## src/rtl/mem_stage_ctrl.sv

```systemverilog
// Memory-stage controller: runs loads/stores against a variable-latency data
// memory over req/ack, stalls upstream while busy, and loads the MEM/WB register.
module mem_stage_ctrl #(
    parameter int unsigned TIMEOUT = 16
) (
    input  logic        clk,
    input  logic        reset,
    input  logic        valid_mem,
    input  logic [63:0] alu_result_mem,
    input  logic [63:0] Db_mem,
    input  logic [4:0]  Rd_mem,
    input  logic [3:0]  xfer_size_mem,
    input  logic        MemtoReg_mem,
    input  logic        RegWrite_mem,
    input  logic        MemWrite_mem,
    output logic        dmem_req,
    output logic        dmem_we,
    output logic [63:0] dmem_addr,
    output logic [63:0] dmem_wdata,
    output logic [3:0]  dmem_size,
    input  logic        dmem_ack,
    input  logic [63:0] dmem_rdata,
    output logic        stall,
    output logic        valid_wb,
    output logic [63:0] wb_data_wb,
    output logic [4:0]  Rd_wb,
    output logic        RegWrite_wb,
    output logic        mem_err
);

    typedef enum logic {IDLE, BUSY} state_t;

    localparam logic [7:0] CNT_LAST = 8'(TIMEOUT - 1);

    state_t      state_q, state_d;
    logic [7:0]  cnt_q, cnt_d;
    logic        req_q, req_d;
    logic        we_q, we_d;
    logic [63:0] addr_q, addr_d;
    logic [63:0] wdata_q, wdata_d;
    logic [3:0]  size_q, size_d;
    logic        valid_wb_q, valid_wb_d;
    logic [63:0] wb_data_q, wb_data_d;
    logic [4:0]  rd_wb_q, rd_wb_d;
    logic        regwrite_wb_q, regwrite_wb_d;
    logic        mem_err_q, mem_err_d;

    logic        mem_op;
    logic        abort;
    logic [63:0] rdata_ext;

    assign mem_op = valid_mem & (MemtoReg_mem | MemWrite_mem);
    assign abort  = (state_q == BUSY) && !dmem_ack && (cnt_q == CNT_LAST);

    always_comb begin
        rdata_ext = dmem_rdata;
        case (size_q)
            4'd1:    rdata_ext = {56'd0, dmem_rdata[7:0]};
            4'd2:    rdata_ext = {48'd0, dmem_rdata[15:0]};
            4'd4:    rdata_ext = {32'd0, dmem_rdata[31:0]};
            default: rdata_ext = dmem_rdata;
        endcase
    end

    // Gated by reset so every output reads 0 while reset is held.
    always_comb begin
        stall = 1'b0;
        if (reset) begin
            if (state_q == IDLE)
                stall = mem_op;
            else
                stall = !dmem_ack && !abort;
        end
    end

    always_comb begin
        state_d       = state_q;
        cnt_d         = cnt_q;
        req_d         = req_q;
        we_d          = we_q;
        addr_d        = addr_q;
        wdata_d       = wdata_q;
        size_d        = size_q;
        valid_wb_d    = valid_wb_q;
        wb_data_d     = wb_data_q;
        rd_wb_d       = rd_wb_q;
        regwrite_wb_d = regwrite_wb_q;
        mem_err_d     = mem_err_q;

        case (state_q)
            IDLE: begin
                if (mem_op) begin
                    state_d       = BUSY;
                    cnt_d         = '0;
                    req_d         = 1'b1;
                    we_d          = MemWrite_mem;
                    addr_d        = alu_result_mem;
                    wdata_d       = Db_mem;
                    size_d        = xfer_size_mem;
                    valid_wb_d    = 1'b0;
                    regwrite_wb_d = 1'b0;
                end else begin
                    valid_wb_d    = valid_mem;
                    wb_data_d     = alu_result_mem;
                    rd_wb_d       = Rd_mem;
                    regwrite_wb_d = RegWrite_mem & valid_mem;
                end
            end
            BUSY: begin
                if (dmem_ack) begin
                    state_d       = IDLE;
                    req_d         = 1'b0;
                    valid_wb_d    = 1'b1;
                    wb_data_d     = MemtoReg_mem ? rdata_ext : alu_result_mem;
                    rd_wb_d       = Rd_mem;
                    regwrite_wb_d = RegWrite_mem;
                end else if (abort) begin
                    state_d       = IDLE;
                    req_d         = 1'b0;
                    mem_err_d     = 1'b1;
                    valid_wb_d    = 1'b1;
                    wb_data_d     = alu_result_mem;
                    rd_wb_d       = Rd_mem;
                    regwrite_wb_d = 1'b0;
                end else begin
                    cnt_d = cnt_q + 8'd1;
                end
            end
            default: state_d = IDLE;
        endcase
    end

    always_ff @(posedge clk or negedge reset) begin
        if (!reset) begin
            state_q       <= IDLE;
            cnt_q         <= '0;
            req_q         <= 1'b0;
            we_q          <= 1'b0;
            addr_q        <= '0;
            wdata_q       <= '0;
            size_q        <= '0;
            valid_wb_q    <= 1'b0;
            wb_data_q     <= '0;
            rd_wb_q       <= '0;
            regwrite_wb_q <= 1'b0;
            mem_err_q     <= 1'b0;
        end else begin
            state_q       <= state_d;
            cnt_q         <= cnt_d;
            req_q         <= req_d;
            we_q          <= we_d;
            addr_q        <= addr_d;
            wdata_q       <= wdata_d;
            size_q        <= size_d;
            valid_wb_q    <= valid_wb_d;
            wb_data_q     <= wb_data_d;
            rd_wb_q       <= rd_wb_d;
            regwrite_wb_q <= regwrite_wb_d;
            mem_err_q     <= mem_err_d;
        end
    end

    assign dmem_req    = req_q;
    assign dmem_we     = we_q;
    assign dmem_addr   = addr_q;
    assign dmem_wdata  = wdata_q;
    assign dmem_size   = size_q;
    assign valid_wb    = valid_wb_q;
    assign wb_data_wb  = wb_data_q;
    assign Rd_wb       = rd_wb_q;
    assign RegWrite_wb = regwrite_wb_q;
    assign mem_err     = mem_err_q;

endmodule
```

## config.mk

```make
export PLATFORM = sky130hd
export DESIGN_NAME = mem_stage_ctrl
export DESIGN_NICKNAME = d
export VERILOG_FILES = /design/src/rtl/mem_stage_ctrl.sv
export SDC_FILE = /design/constraint.sdc
export NUM_CORES = 1
export LEC_CHECK = 0
export CORE_AREA = 2 2 162 164
export DETAILED_ROUTE_END_ITERATION = 7
export DIE_AREA = 0 0 164 166
export GPL_TIMING_DRIVEN = 0
export PLACE_DENSITY = 0.7
export SLEW_MARGIN = 20
export SYNTH_ARGS = -nofsm -noshare
export SYNTH_HDL_FRONTEND = slang
export SYNTH_SLANG_ARGS = --single-unit
```

## constraint.sdc

```tcl
create_clock -name clk -period 2.5 [get_ports clk]
set_input_delay 0.25 -clock clk [delete_from_list [all_inputs] [get_ports clk]]
set_output_delay 0.25 -clock clk [all_outputs]
set_load 0.01 [all_outputs]
```

### Yosys cells after proc, flatten, opt, wreduce, memory -nomap -nowiden

Index checks and enable logic that the tools add are counted.

| word-level totals | value |
|---|---|
| flip-flop bits (word level) | 215 |
| input bits | 208 |
| output and inout bits | 207 |
| logic and storage cells | 68 |

| cells by class | value |
|---|---|
| add/subtract/negate cells | 1 |
| equality and inequality tests | 9 |
| mux-type cells | 31 |
| bitwise logic cells | 5 |
| reduce and logical (&&, ||, !) cells | 10 |

Operators by type and width:

| cell | count |
|---|---|
| 2-to-1 mux 64 bit | 4 |
| case mux 64 bit (3 select lines) | 1 |
| case mux 64 bit (2 select lines) | 1 |
| 2-to-1 mux 8 bit | 3 |
| case mux 8 bit (2 select lines) | 1 |
| 2-to-1 mux 5 bit | 3 |
| 2-to-1 mux 1 bit | 13 |
| case mux 5 bit (2 select lines) | 1 |
| adder 8 x 1 -> 8 bit, second input constant | 1 |
| equality test 8 x 4 -> 1 bit, second input constant | 1 |
| != test 2 bit, second input constant | 4 |
| case mux 1 bit (2 select lines) | 4 |
| AND reduction 2 bit | 3 |
| AND reduction 3 bit | 2 |
| equality test 4 x 1 -> 1 bit, second input constant | 1 |
| equality test 4 x 2 -> 1 bit, second input constant | 1 |
| equality test 4 x 3 -> 1 bit, second input constant | 1 |
| logical AND 1 bit | 3 |
| != test 3 x 2 -> 1 bit, second input constant | 1 |
| bitwise AND 1 bit | 2 |
| logical NOT 1 bit | 2 |
| NOT 1 bit | 2 |
| bitwise OR 1 bit | 1 |

### Longest topological paths before layout

Gate-level depths: netlist of run 1.

| depth | value |
|---|---|
| depth after elaboration | 7 |
| gate-level depth with buffers | 7 |
| mapped depth without buffers | 6 |

### Worst setup path after synthesis of run 1

No wires, ideal clock.

| timing | value |
|---|---|
| path type | reg-to-reg |
| from | reg cnt_q[0] |
| to | reg rd_wb_q[0] (netlist: Rd_wb[0]) |
| setup time | 127 ps |
| arrival time | 1,506 ps |
| required time | 2,373 ps |
| setup slack | 866 ps |
| stages on the path, launching flop included | 7 |
| path buffers | 1 |
| period minus slack after synthesis | 1,634 ps |
| path through | dfrtp_1 -> ha_1 -> and3_1 -> a21oi_2 -> nor2_4 -> buf_4 -> mux2_1 |

| on the way | value |
|---|---|
| word-level cells in the longest chain between the ends | 4 |

Ends and longest elaborated chain:

| item | line | source |
|---|---|---|
| start: declaration | 36 | `logic [7:0] cnt_q, cnt_d;` |
| start signal: assignment | 149 | `cnt_q <= cnt_d;` |
| equality test 8 x 4 -> 1 bit | 53 | `assign abort = (state_q == BUSY) && !dmem_ack && (cnt_q == CNT_LAST);` |
| logical AND 1 bit | 53 |  |
| != test 3 x 2 -> 1 bit (no line) | n/a |  |
| AND reduction 2 bit (no line) | n/a |  |
| end signal: assignment | 157 | `rd_wb_q <= rd_wb_d;` |
| end: declaration | 44 | `logic [4:0] rd_wb_q, rd_wb_d;` |

No other way between the ends.
A chain may end at the register's enable or synchronous reset.

### Worst setup path after layout of run 1

| timing | value |
|---|---|
| from | reg cnt_q[0] |
| to | out stall |

| on the way | value |
|---|---|
| word-level cells in the longest chain between the ends | 6 |

Ends and longest elaborated chain:

| item | line | source |
|---|---|---|
| equality test 8 x 4 -> 1 bit | 53 |  |
| logical AND 1 bit | 53 |  |
| logical NOT 1 bit | 72 | `stall = !dmem_ack && !abort;` |
| logical AND 1 bit | 72 |  |
| 2-to-1 mux 1 bit | 69 | `if (state_q == IDLE)` |
| 2-to-1 mux 1 bit | 68 | `if (reset) begin` |
| end: declaration | 23 | `output logic stall,` |

No other way between the ends.

==> metrics.md, run 1 <==
| Metric | Value |
|---|---|
| Max_slew headroom | between 20% and 30% |
| CTS HTree Levels | 1 |
| Tcrit/Tclk final | approximately 92% |
| Post-synth EDFFs | 0 |
| Core area | 25600 um^2 |
| Initial cell density of the core | 34.7% |
| Crit path time final | 2.29 ns |
| All-Layer GR Usage | 22.9% |
| Syn Std Cell Area | 8900 um^2 |
| Yosys top cell area share | between 60% and 70% |
| Library cells used by synthesis | 38 |
| Num CTS Buffers | 25 |
| Setup TNS | 0 ns |
| Synth top area cells | dfrtp_1 (60%), nand2_1 (17%), a22oi_1 (4.7%) |
| Area Growth Syn to Fin | 61.5% |
| CP startpoint kind | register |
| Placed inst area | 13500 um^2 |
| Largest family of logic cells by synthesized area | simple AND/OR/NAND/NOR gates |
| Worst Hold Path Cells | 3 |
| R2r setup slk | 0.53 ns |
| Critical Path Sink Type | output pin |
| Initial antenna violation count | 0 |
| DRC | 0 |
| Synthesized area per cell | ~9.6 um^2 |
| CTS Root Cell | clkbuf_16 |
| Grt ovf | 0 |
| Yosys warns | 0 |
| Post-route ant nets | 0 |
| Post-Syn Instances | slightly above 900 |
| Wire per inst | 18.4 um |
| Yosys top cell by area | dfrtp_1 |
| # fillers | 2254 |
| Most frequent cells in the layout | clkdlybuf4s50_1 (412), nand2_1 (404), dfrtp_1 (215) |
| Worst slew pin tran | between 1 and 1.5 ns |
| Simple-gate share of the synthesized area | around a fifth |
| Maximum fanout along the worst path | 8 |
| Routed WL | roughly 32000 um |
| Worst Path Arrival | roughly 2 ns |
| Row cnt | 59 |
| Peak supply drop | ~0.53 mV |
| Peak Freq | ~440 MHz |
| Vias in the first global route | ~8600 |
| Fin worst setup slack | about 0.21 ns |
| CTS Buffer Depth | 3 |
| Routability cong. | ~0.84 |
| Largest net degree at the start of global routing | between 90 and 100 |
| Most common cell after layout, fill and taps aside | clkdlybuf4s50_1 |
| Total number of vias | about 8400 |
| Dominant synthesized flop cell | dfrtp_1 |
| Number of max-cap violations | 0 |
| Non-Filler Instances | ~1700 |
| Cell count of the worst reg-to-reg path | 6 |
| Clk slew on worst S/H paths | 0.06 ns |
| Post-synthesis compound-gate area fraction | between 10% and 20% |
| RSZ-0062 raised after global routing | false |
| Post-synthesis mux area share | roughly 1.8% |
| Clk_lat worst skew | 0.51 ns |
| Seq cells post-synth | about 220 |
| Worst Hold Endpoint | dmem_wdata[27] |
| Critical Path RT | ~2.3 ns |
| Buffers on Ports | slightly above 400 |
| Setup WS pre-CTS | ~0.077 ns |
| Initial DRT Pass Iterations | 4 |
| Die X | between 150 and 200 um |
| Post-DP HPWL | roughly 24000 um |
| CTS sink count | between 200 and 250 |
| Placed Cells incl. Taps | 1681 |
| Reg-to-Reg End | dmem_addr[53] |
| TritonCTS clock tree | done |
| Fraction of registers with async set/reset | 100% |
| Synth Net Count | about 1100 |
| Setup-failing EPs final | 0 |
| Final Max Slew Viols | 0 |
| First-pass GRT wire length | around 50000 um |
| Category of the most critical setup path | reg2out |
| Ports | between 400 and 500 |
| Vias/cell | a little under 5 |
| Final Cell Area | 14400 um^2 |
| Fraction of the mapped netlist area in adder cells | 0.141% |
| Hold Crit Start | Db_mem[27] |
| Ant. Diodes | 0 |
| P_leak | ~6.6 nW |
| Seq/Total Area, Yosys | between 60% and 70% |
| Drt first-iter violations | between 600 and 700 |
| Final nets | approximately 1600 |
| Synth Area in XOR/XNOR | less than 1% |
| Die H | around 170 um |
| Die ar. | around 27000 um^2 |
| Min-delay worst type | in2reg |
| Hold Vio Cnt, Final | 0 |
| Status | finished clean |
| Critical R2R Launch | state_q |
| Layout cells sized above 1 | under 10% |
| Worst Skew | 0.0155 ns |
| Pwr dens | roughly 830 nW/um^2 |
through the flow:
stage,power (mW),hold WS (ns),utilization [%]
after floorplan,5.95,-0.0456,-
after global placement,8.22,0.457,52.6
after detailed placement,8.27,0.219,52.8
after CTS,12.0,0.243,56.0
after global routing,12.5,0.254,56.1
final,11.9,0.264,56.1
worst max path at each step:
stage                            start            end  depth (start not counted)
after floorplan               cnt_q[0]       Rd_wb[0]                          6
after global placement           reset  dmem_addr[58]                          1
after detailed placement  MemtoReg_mem          stall                          7
after CTS                        reset          stall                          5
after global routing          cnt_q[0]          stall                          7
final                         cnt_q[0]          stall                          7
cells by family (layout without fill, tap and decap cells):
family / after synthesis / in the layout
DFF: 215 / 215
and+or+nand+nor: 430 / 430
adders and majority gates: 1 / 1
muxes: 15 / 15
buffers and inverters: 65 / 527
xor gates and xnor gates: 5 / 5
AOI/OAI and AO/OA: 199 / 199
power by group:
group | switching (mW) | internal [mW] | total, mW
registers | 0.410 | 4.20 | 4.61
logic | 1.65 | 1.95 | 3.60
clock network | 1.46 | 2.22 | 3.68
routing by layer:
| metal | vias up | global-route usage [%] | wire length (um) |
|---|---|---|---|
| li1 | 3958 | - | - |
| met4 | 0 | 6.86 | 1000 |
| met2 | 352 | 38.6 | 15300 |
| met1 | 4015 | 27.9 | 12500 |
| met3 | 58 | 7.57 | 3060 |
| met5 | - | 0 | 0 |
flip-flops by register name, summed over array words and instances, names as in the netlist, 4 cells and up:
name,cells
dmem_wdata,64
wb_data_wb,64
dmem_size,4
dmem_addr,64
cnt_q,8
Rd_wb,5
worst max-delay path: stages, from the launching register on:
cell	delay, ns
dfrtp_1	0.41
ha_1	0.22
and3_1	0.23
a21oi_2	0.21
nor2_4	0.08
inv_4	0.12
and2_1	0.13
clkbuf_2	0.14
cells in the mapped netlist (2+ instances only):
library cell,count
nand2_1,404
dfrtp_1,215
a21oi_1,67
a22oi_1,56
o21ai_0,36
o21ai_1,29
buf_2,22
buf_6,18
clkbuf_1,12
buf_4,11
mux2i_1,10
nor2_1,10
mux2_1,4
xor2_1,4
nand2b_1,3
a21oi_2,2
a22o_1,2
and3_1,2
nand3_1,2
nor2_4,2
o31ai_1,2
repair_timing:
action	CTS	global route
endpoints found under the hold margin	55	0
setup endpoints to repair	1	1
pin swaps	1	1
cloned	0	1
setup buffers	0	0
hold buffers	1	0
gates resized for setup	2	2
layout make-up:
cell class / instances / area (um^2) / area share, %
Tap cell: 335 / 419 / 2.92
Sequential cell: 215 / 5380 / 37.4
Clock buffer: 33 / 676 / 4.70
Buffer: 63 / 440 / 3.06
Timing Repair Buffer: 418 / 4230 / 29.5
Multi-Input combinational cell: 650 / 3070 / 21.4
Inverter: 2 / 10.0 / 0.0696
Clock inverter: 11 / 145 / 1.01
Note: power is estimated with default switching activity, not from simulation.
==> run 2, diff against run 1 <==
RECOVER_POWER = 50   (was unset)
==> run 2 against run 1 <==
Sequential cell count unchanged. Design area decreased by 0.30%. Sequential share of layout area increased by 0.11 points. Register-to-register slack got worse by 0.06 ns. Worst hold slack got worse by 0.00065 ns. Critical path depth unchanged. Combinational power decreased by 4%. Clock power about the same. Via count decreased by 0.19%. Clock skew about the same. Largest cell class unchanged.
==> metrics.md, run 2 (same netlist as run 1, synthesis figures left out) <==
| Metric | Value |
|---|---|
| Critical Path RT | 2.25 ns |
| Layout cells sized above 1 | around 7.3% |
| Critical Path Slowest Stage Cell | dfrtp_1 |
| Post-DP HPWL | 23500 um |
| Clk slew on worst S/H paths | 0.06 ns |
| Num CTS Buffers | 25 |
| Area of the multi-input gates | just over 3000 um^2 |
| Hold Vio Cnt, Final | 0 |
| Ant. Diodes | 0 |
| Grt ovf | 0 |
| P_leak | 6.71 nW |
| Peak supply drop | about 0.52 mV |
| Final nets | roughly 1600 |
| Met2 wire length | roughly 15000 um |
| Tcrit/Tclk final | between 90 and 100% |
| Die X | around 160 um |
| Max_slew headroom | 17.4% |
| Status | finished clean |
| Routability cong. | around 0.84 |
| Post-route ant nets | 0 |
| Worst path top cell family by delay | simple AND/OR/NAND/NOR gates |
| Worst Path Arrival | ~2 ns |
| Fin worst setup slack | 0.215 ns |
| All-Layer GR Usage | 22.9% |
| Most common cell after layout, fill and taps aside | nand2_1 |
| Core area | 25600 um^2 |
| Number of max-cap violations | 0 |
| DRC | 0 |
| Worst Hold Path Cells | 3 |
| Cell count of the worst reg-to-reg path | 7 |
| Worst slew pin tran | around 1.2 ns |
| DRT met1 WL | 12400 um |
| Die ar. | 27200 um^2 |
| Crit path time final | 2.29 ns |
| Largest stage delay on the critical path | 0.40 ns |
| Post CTS Setup Buffer Count | 0 |
| # fillers | around 2300 |
| Placed Cells incl. Taps | around 1700 |
| Largest net degree at the start of global routing | 97 |
| Peak Freq | around 440 MHz |
| TritonCTS clock tree | done |
| CTS Buffer Depth | 3 |
| Maximum fanout along the worst path | 8 |
| Wire per inst | 18.4 um |
| CP startpoint kind | register |
| Setup WS pre-CTS | 0.0767 ns |
| Worst Skew | 0.0158 ns |
| Highest routed layer | met4 |
| Category of the most critical setup path | reg2out |
| Pwr dens | 818 nW/um^2 |
| Clk_lat worst skew | between 0.5 and 0.6 ns |
| Hold Slack | about 0.26 ns |
| Sequential standard cell area | approximately 5400 um^2 |
| CP Buf/Inv Count | 2 |
| Total number of vias | between 8000 and 9000 |
| CTS HTree Levels | 1 |
| Min-delay worst type | in2reg |
| Buffers on Ports | between 400 and 500 |
| RSZ-0062 raised after global routing | false |
| Ports | a little over 400 |
| CTS Root Cell | clkbuf_16 |
| Drt first-iter violations | roughly 650 |
| Most frequent cells in the layout | nand2_1 (404), clkdlybuf4s50_1 (313), dfrtp_1 (215) |
| Met3 Wirelength | roughly 3000 um |
| Non-Filler Instances | 1727 |
| Worst-path cell chain | ha_1 > and3_1 > a21oi_2 > nor2_4 > inv_4 > and2_1 > clkbuf_2 |
| Routed WL | approximately 32000 um |
| Final Max Slew Viols | 0 |
| Vias in the first global route | 8551 |
| CTS sink count | roughly 220 |
| Vias/cell | 4.84 |
| Die H | roughly 170 um |
| Initial DRT Pass Iterations | 5 |
| Initial cell density of the core | 34.7% |
| Row cnt | just under 60 |
| Area Growth Syn to Fin | 61.0% |
| Initial antenna violation count | 0 |
| CP Depth | 7 |
| Critical Path Sink Type | output pin |
| First-pass GRT wire length | slightly below 50000 um |
| Setup-failing EPs final | 0 |
==> run 2: cell types whose count changed in the layout (fill, tap and decap cells not counted), sizes merged <==
cell / previous run / this run
dlygate4sd3: 1 / 100
buf: 54 / 52
clkbuf: 47 / 49
clkdlybuf4s50: 412 / 313
==> run 2: metal layers <==
layer  vias up  track usage [%]
met5         -                0
met4         0             6.86
met3        58             7.57
met2       349             38.6
met1      3990             27.9
li1       3970                -
==> run 2: power by group <==
part	internal (mW)	switching [mW]	total, mW
sequential	4.20	0.392	4.59
combinational	1.82	1.64	3.46
clock	2.22	1.46	3.68
==> run 2: repair_timing <==
item	4_1_cts	5_1_grt
hold buffers	1	0
pin swaps	1	1
endpoints found under the hold margin	55	0
gates resized for setup	2	2
gates cloned	0	1
setup endpoints to repair	1	1
==> run 2: area by class of cell <==
type                    count  area share, %
well taps                 335           2.92
clock inverters            11           1.01
clock buffers              33           4.71
flip-flops and latches    215           37.5
plain buffers              63           3.05
multi-input cells         650           21.4
inverters                   2         0.0698
repair buffers            418           29.3
==> run 2: final timing paths <==
| check | start | slack, ns | endpoint |
|---|---|---|---|
| setup / recovery | cnt_q[0] | 0.21 | stall |
| hold / removal | Db_mem[27] | 0.26 | dmem_wdata[27] |
| setup reg to reg | cnt_q[0] | 0.47 | wb_data_wb[10] |
| hold reg to reg | dmem_addr[14] | 0.47 | dmem_addr[14] |
| max in group asynchronous | reset | 0.65 | cnt_q[4] |
| min in group asynchronous | reset | 0.27 | dmem_wdata[47] |
==> run 2: through the flow <==
stage               cell area, um^2  utilization (%)   TNS, ns  total power [mW]
global route                  14300             56.0         0              12.4
CTS                           14400             56.0         0              12.0
finish                        14300             56.0         0              11.7
global placement              13500             52.6  -1788.96              8.22
detailed placement            13500             52.8         0              8.27
floorplan                      8900                -         0              5.95
==> run 2: worst reg2reg max path, cell delays in order (launching register included) <==
cell      delay (ns)
dfrtp_1         0.40
ha_1            0.22
and3_1          0.23
a21oi_2         0.21
clkbuf_1        0.49
buf_6           0.22
o21ai_0         0.10
o21ai_1         0.09
